**config.mk**
```make
export PLATFORM = sky130hd
export DESIGN_NAME = ibex_obi_host_arbiter
export DESIGN_NICKNAME = d
export VERILOG_FILES = /design/src/rtl/ibex_obi_host_arbiter.sv
export SDC_FILE = /design/constraint.sdc
export NUM_CORES = 1
export LEC_CHECK = 0
export ABC_AREA = 1
export BUFFER_PORTS_ARGS = -buffer_cell sky130_fd_sc_hd__buf_2
export CAP_MARGIN = 20
export CORE_AREA = 2 2 113 115
export CTS_CLUSTER_DIAMETER = 120
export DETAILED_ROUTE_END_ITERATION = 10
export DIE_AREA = 0 0 115 117
export PLACE_DENSITY = 0.54
export SYNTH_ARGS = -nofsm -noshare
export SYNTH_HDL_FRONTEND = slang
export SYNTH_SLANG_ARGS = --single-unit
export TNS_END_PERCENT = 10
```
**constraint.sdc**
```tcl
create_clock -name clk_i -period 2.1 [get_ports clk_i]
set_input_delay 0.42 -clock clk_i [delete_from_list [all_inputs] [get_ports clk_i]]
set_output_delay 0.42 -clock clk_i [all_outputs]
set_load 0.02 [all_outputs]
```
**src/rtl/ibex_obi_host_arbiter.sv**
```systemverilog
// N-host to 1-device arbiter for the Ibex req/gnt/rvalid protocol.
// Each granted request's host index is queued so that in-order responses can be routed back to it.
module ibex_obi_host_arbiter #(
  parameter int unsigned NumHosts       = 2,
  parameter int unsigned AddrWidth      = 32,
  parameter int unsigned DataWidth      = 32,
  parameter int unsigned MaxOutstanding = 2,
  parameter bit          RoundRobin     = 1'b0
) (
  input  logic                                  clk_i,
  input  logic                                  rst_ni,
  input  logic [NumHosts-1:0]                   host_req_i,
  output logic [NumHosts-1:0]                   host_gnt_o,
  input  logic [NumHosts*AddrWidth-1:0]         host_addr_i,
  input  logic [NumHosts-1:0]                   host_we_i,
  input  logic [NumHosts*DataWidth/8-1:0]       host_be_i,
  input  logic [NumHosts*DataWidth-1:0]         host_wdata_i,
  output logic [NumHosts-1:0]                   host_rvalid_o,
  output logic [DataWidth-1:0]                  host_rdata_o,
  output logic                                  host_err_o,
  output logic                                  dev_req_o,
  input  logic                                  dev_gnt_i,
  output logic [AddrWidth-1:0]                  dev_addr_o,
  output logic                                  dev_we_o,
  output logic [DataWidth/8-1:0]                dev_be_o,
  output logic [DataWidth-1:0]                  dev_wdata_o,
  input  logic                                  dev_rvalid_i,
  input  logic [DataWidth-1:0]                  dev_rdata_i,
  input  logic                                  dev_err_i,
  output logic [$clog2(MaxOutstanding+1)-1:0]   outstanding_o,
  output logic                                  spurious_rsp_o
);

  localparam int unsigned IdW  = (NumHosts > 1) ? $clog2(NumHosts) : 1;
  localparam int unsigned PtrW = (MaxOutstanding > 1) ? $clog2(MaxOutstanding) : 1;
  localparam int unsigned CntW = $clog2(MaxOutstanding + 1);
  localparam int unsigned BeW  = DataWidth / 8;

  // Handshake: a host transfer happens when host_req_i[i] & host_gnt_o[i]; the device transfer
  // when dev_req_o & dev_gnt_i; responses are single-cycle pulses on rvalid with no back-pressure.

  logic [IdW-1:0]  arb_sel, sel, base, cand;
  logic [IdW-1:0]  lock_idx_q, lock_idx_d, rr_ptr_q, rr_ptr_d;
  logic            lock_q, lock_d;
  logic [IdW-1:0]  id_mem_q [MaxOutstanding];
  logic [IdW-1:0]  head_id;
  logic [PtrW-1:0] wr_ptr_q, wr_ptr_d, rd_ptr_q, rd_ptr_d;
  logic [CntW-1:0] cnt_q, cnt_d;
  logic            spur_q, spur_d;
  logic            any_req, full, fifo_empty, push, pop;
  int              sum;

  assign any_req    = |host_req_i;
  assign full       = (cnt_q == CntW'(MaxOutstanding));
  assign fifo_empty = (cnt_q == '0);

  // Scan from the base index upward with wrap; iterating in reverse leaves the nearest requester.
  always_comb begin
    arb_sel = '0;
    cand    = '0;
    sum     = 0;
    base    = RoundRobin ? rr_ptr_q : '0;
    for (int i = int'(NumHosts) - 1; i >= 0; i--) begin
      sum = int'(base) + i;
      if (sum >= int'(NumHosts)) sum = sum - int'(NumHosts);
      cand = IdW'(sum);
      if (host_req_i[cand]) arb_sel = cand;
    end
  end

  // A stalled request keeps its host selected so the device sees a stable address.
  assign sel = (lock_q && host_req_i[lock_idx_q]) ? lock_idx_q : arb_sel;

  assign dev_req_o   = rst_ni & ~full & any_req;
  assign push        = dev_req_o & dev_gnt_i;
  assign pop         = rst_ni & dev_rvalid_i & ~fifo_empty;
  assign head_id     = id_mem_q[rd_ptr_q];

  assign dev_addr_o  = host_addr_i[sel*AddrWidth +: AddrWidth];
  assign dev_we_o    = host_we_i[sel];
  assign dev_be_o    = host_be_i[sel*BeW +: BeW];
  assign dev_wdata_o = host_wdata_i[sel*DataWidth +: DataWidth];

  assign host_rdata_o   = dev_rdata_i;
  assign host_err_o     = dev_err_i;
  assign outstanding_o  = cnt_q;
  assign spurious_rsp_o = spur_q;

  always_comb begin
    host_gnt_o          = '0;
    host_gnt_o[sel]     = push;
    host_rvalid_o       = '0;
    host_rvalid_o[head_id] = pop;
  end

  always_comb begin
    lock_d     = lock_q;
    lock_idx_d = lock_idx_q;
    rr_ptr_d   = rr_ptr_q;
    wr_ptr_d   = wr_ptr_q;
    rd_ptr_d   = rd_ptr_q;
    cnt_d      = cnt_q;
    spur_d     = spur_q | (dev_rvalid_i & fifo_empty);

    if (push) begin
      lock_d   = 1'b0;
      wr_ptr_d = (wr_ptr_q == PtrW'(MaxOutstanding - 1)) ? '0 : wr_ptr_q + 1'b1;
      if (RoundRobin) rr_ptr_d = (sel == IdW'(NumHosts - 1)) ? '0 : sel + 1'b1;
    end else if (dev_req_o) begin
      lock_d     = 1'b1;
      lock_idx_d = sel;
    end else if (lock_q && !host_req_i[lock_idx_q]) begin
      lock_d = 1'b0;
    end

    if (pop) rd_ptr_d = (rd_ptr_q == PtrW'(MaxOutstanding - 1)) ? '0 : rd_ptr_q + 1'b1;

    if (push && !pop)      cnt_d = cnt_q + 1'b1;
    else if (pop && !push) cnt_d = cnt_q - 1'b1;
  end

  always_ff @(posedge clk_i or negedge rst_ni) begin
    if (!rst_ni) begin
      lock_q     <= 1'b0;
      lock_idx_q <= '0;
      rr_ptr_q   <= '0;
      wr_ptr_q   <= '0;
      rd_ptr_q   <= '0;
      cnt_q      <= '0;
      spur_q     <= 1'b0;
      for (int i = 0; i < int'(MaxOutstanding); i++) id_mem_q[i] <= '0;
    end else begin
      lock_q     <= lock_d;
      lock_idx_q <= lock_idx_d;
      rr_ptr_q   <= rr_ptr_d;
      wr_ptr_q   <= wr_ptr_d;
      rd_ptr_q   <= rd_ptr_d;
      cnt_q      <= cnt_d;
      spur_q     <= spur_d;
      if (push) id_mem_q[wr_ptr_q] <= sel;
    end
  end

endmodule

```
==> out/summary.txt <==
Ys Warns: 0
Worst Tran Pin Value: 0.3345 ns
Routed Antenna Nets: 0
Synth Cell Area: 1645 um^2
# Post-CTS Setup Buffers: 0
First-pass GRT wire length: 8838 um
Width of the chip: 115 um
Area fraction of the dominant cell type after synthesis: 51.10%
CP cell instances: nand3_1 > nand2_4 > inv_4 > buf_12 > nand2_1 > nand2_1 > buf_2
# DRC: 0
Worst-path fanout max: 36
Crit-path slowest cell: dfrtp_1
Syn nets: 492
# diodes: 0
Max Freq: 0.5042 GHz
Fillers: 1,436
RSZ-0062 raised after global routing: false
Die H: 117 um
Post-synth EDFFs: 0
Final clock skew: 0.003195 ns
Final Util: 22.25%
Area leader, netlist: nand2_1
Area Growth Syn to Fin: 66.46%
CTS buffer count: 3
Net switching share of the total power: 45.73%
Initial antenna violation count: 0
Clock power share: 20.3%
Io pins: 287
Critical path launch point type: flip-flop
Drt total wl: 6750 um
GRT Overall Usage: 8.294%
Critical path class: flip-flop to output pin
Port Buf Inserts: 220
CP top delay family: buffers and inverters
Vias in the first global route: 1,958
Crit path time final: 1.984 ns
Worst Hold Class: input port to async pin
Setup crit end kind: output pin
Cell count after synthesis: 314
Max Cap Viol: 0
Crit share post-route: 94.45%
Most used cell, CP: nand2_1
Hold-fix buffers, CTS: 1
Wire length per cell: 10.42 um
Sequential element share of the synthesized area: 13.69%
Synth top cells by count: nand2_1, buf_4, dfrtp_1, buf_6, inv_1
Gate power share: 61.0%
Cell Int Power: 0.0008953 W
Setup TNS: 0 ns
Vias: 2,405
Syn Area/Cell: 5.240 um^2
Arrival time worst endpoint: 1.56 ns
Dominant cells by area after synthesis: nand2_1, buf_4, dfrtp_1
Clk sink count: 9
Final Hold Viols: 0
Max Buffers Root-to-Sink: 2
Final setup viols: 0
Post-DP HPWL: 5536 um
Worst slew margin: 77.62%
Max incr delay on CP: 0.40 ns
Post-synth cell types: 21
Pwr dens: 602.3 nW/um^2
Gr ovfl total: 0
Initial Util: 13.36%
CP bufs+invs: 3
Leak: 1.827 nW
Rows: 41
NumNets Final: 677
CTS clk-pin slew, worst paths: 0.04 ns
Psw: 0.0007544 W
Worst EP required: 1.68 ns
Drt first pass iters: 4
Gp weighted congestion: 0.7651
Worst skew pair latency: 0.23 ns
Die Area: 13,460 um^2
Drt initial violations: 92
Core Area: 12,310 um^2
Top_reg_cell synth: dfrtp_1
Post-CTS sizing: 0
CTS H-tree lvls: 1
Most frequent cell after synthesis: nand2_1
Clock root cell: clkbuf_16
Layout cell share with drive strength beyond 1: 46.99%
Status: complete, no violations
Largest net degree at the start of global routing: 37
Total power: 0.001650 W
Sequential Power Share: 18.6%
Peak VDD IR: 0.0002323 V
Slew Viols, Final: 0
CTS tree: yes
Async set-reset flop share out of synthesis: 100.0%
Synth Register Bits: 9
Vias per cell: 3.711
-- per-stage QoR --
stage	instances	instance area (um^2)	worst slack, ns	hold slack [ns]
finish	648	2739	0.1165	0.1395
global route	648	2739	0.002389	0.1470
CTS	648	2739	0.1051	0.1472
detailed placement	643	2650	0.2501	0.2353
global placement	643	2650	0.2645	0.2390
floorplan	314	1645	0.3440	0.1244
-- layout by cell type (no fill, tap or decap) --
| cell type | n |
|---|---|
| nand2_1 | 224 |
| buf_2 | 220 |
| dfrtp_1 | 9 |
| inv_1 | 7 |
| nor2_1 | 6 |
| nand4_1 | 4 |
| buf_12 | 4 |
| nand3_1 | 3 |
| clkbuf_16 | 3 |
| xnor2_1 | 2 |
| buf_4 | 2 |
| nand2_4 | 1 |
| inv_4 | 1 |
| inv_2 | 1 |
| nor2_4 | 1 |
| mux2i_1 | 1 |
| nor2b_1 | 1 |
| a31o_2 | 1 |
| a21oi_1 | 1 |
| xor2_1 | 1 |
| o21ai_1 | 1 |
| o21ai_0 | 1 |
| ha_1 | 1 |
| clkbuf_1 | 1 |
| dlygate4sd3_1 | 1 |
-- kinds of logic (layout without fill, tap and decap cells) --
kind of cell / after synthesis / after routing / synth area share (%)
AOI/OAI and AO/OA: 4 / 4 / 1.444
DFF: 9 / 9 / 13.69
and+or+nand+nor: 240 / 240 / 56.65
buffers and inverters: 56 / 240 / 25.25
muxes: 1 / 1 / 0.6084
xor gates and xnor gates: 3 / 3 / 1.597
adders and majority gates: 1 / 1 / 0.7603
-- worst paths after layout --
kind                                       start                to  slack (ns)  cells past startpoint
worst max-delay path                  lock_idx_q    dev_addr_o[14]        0.12                      7
worst min-delay path                      rst_ni          wr_ptr_q        0.14                      2
worst max register to register  outstanding_o[0]  outstanding_o[1]        0.42                     10
worst min register to register    spurious_rsp_o    spurious_rsp_o        0.46                      1
max in group asynchronous                 rst_ni    spurious_rsp_o        1.39                      2
min in group clk_i                  dev_rvalid_i    spurious_rsp_o        0.45                      2
-- area by class of cell --
| type | count | area, um^2 | share of cell area, % |
|---|---|---|---|
| repair buffers | 227 | 1206 | 44.04 |
| multi-input cells | 249 | 1005 | 36.68 |
| flip-flops and latches | 9 | 225.2 | 8.223 |
| well taps | 150 | 187.7 | 6.852 |
| clock buffers | 4 | 78.83 | 2.878 |
| inverters | 9 | 36.28 | 1.325 |
-- routing by layer --
layer / wire (um) / vias up / part of all wire, % / GRT usage [%]
li1: - / 1275 / - / -
met1: 2779 / 941 / 41 / 10.11
met2: 3103 / 175 / 46 / 14.31
met3: 748 / 14 / 11 / 2.317
met4: 119 / 0 / 1.8 / 2.410
met5: 0 / - / 0 / 0
-- power by group through the flow --
stage / registers (W) / logic (W) / clock network (W)
after floorplan: 0.000321 / 0.000708 / 0
after global placement: 0.000311 / 0.00101 / 0
after detailed placement: 0.000307 / 0.00102 / 0
after CTS: 0.000308 / 0.00102 / 0.000347
after global routing: 0.000319 / 0.00112 / 0.000361
final: 0.000308 / 0.00101 / 0.000335
-- flip-flops by register name (all words and copies together), names as in the netlist --
name and flops:
outstanding_o 2, wr_ptr_q 1, rd_ptr_q 1, lock_idx_q 1, spurious_rsp_o 1, id_mem_q 2, lock_q 1
Power figures use the tool's default switching activity.
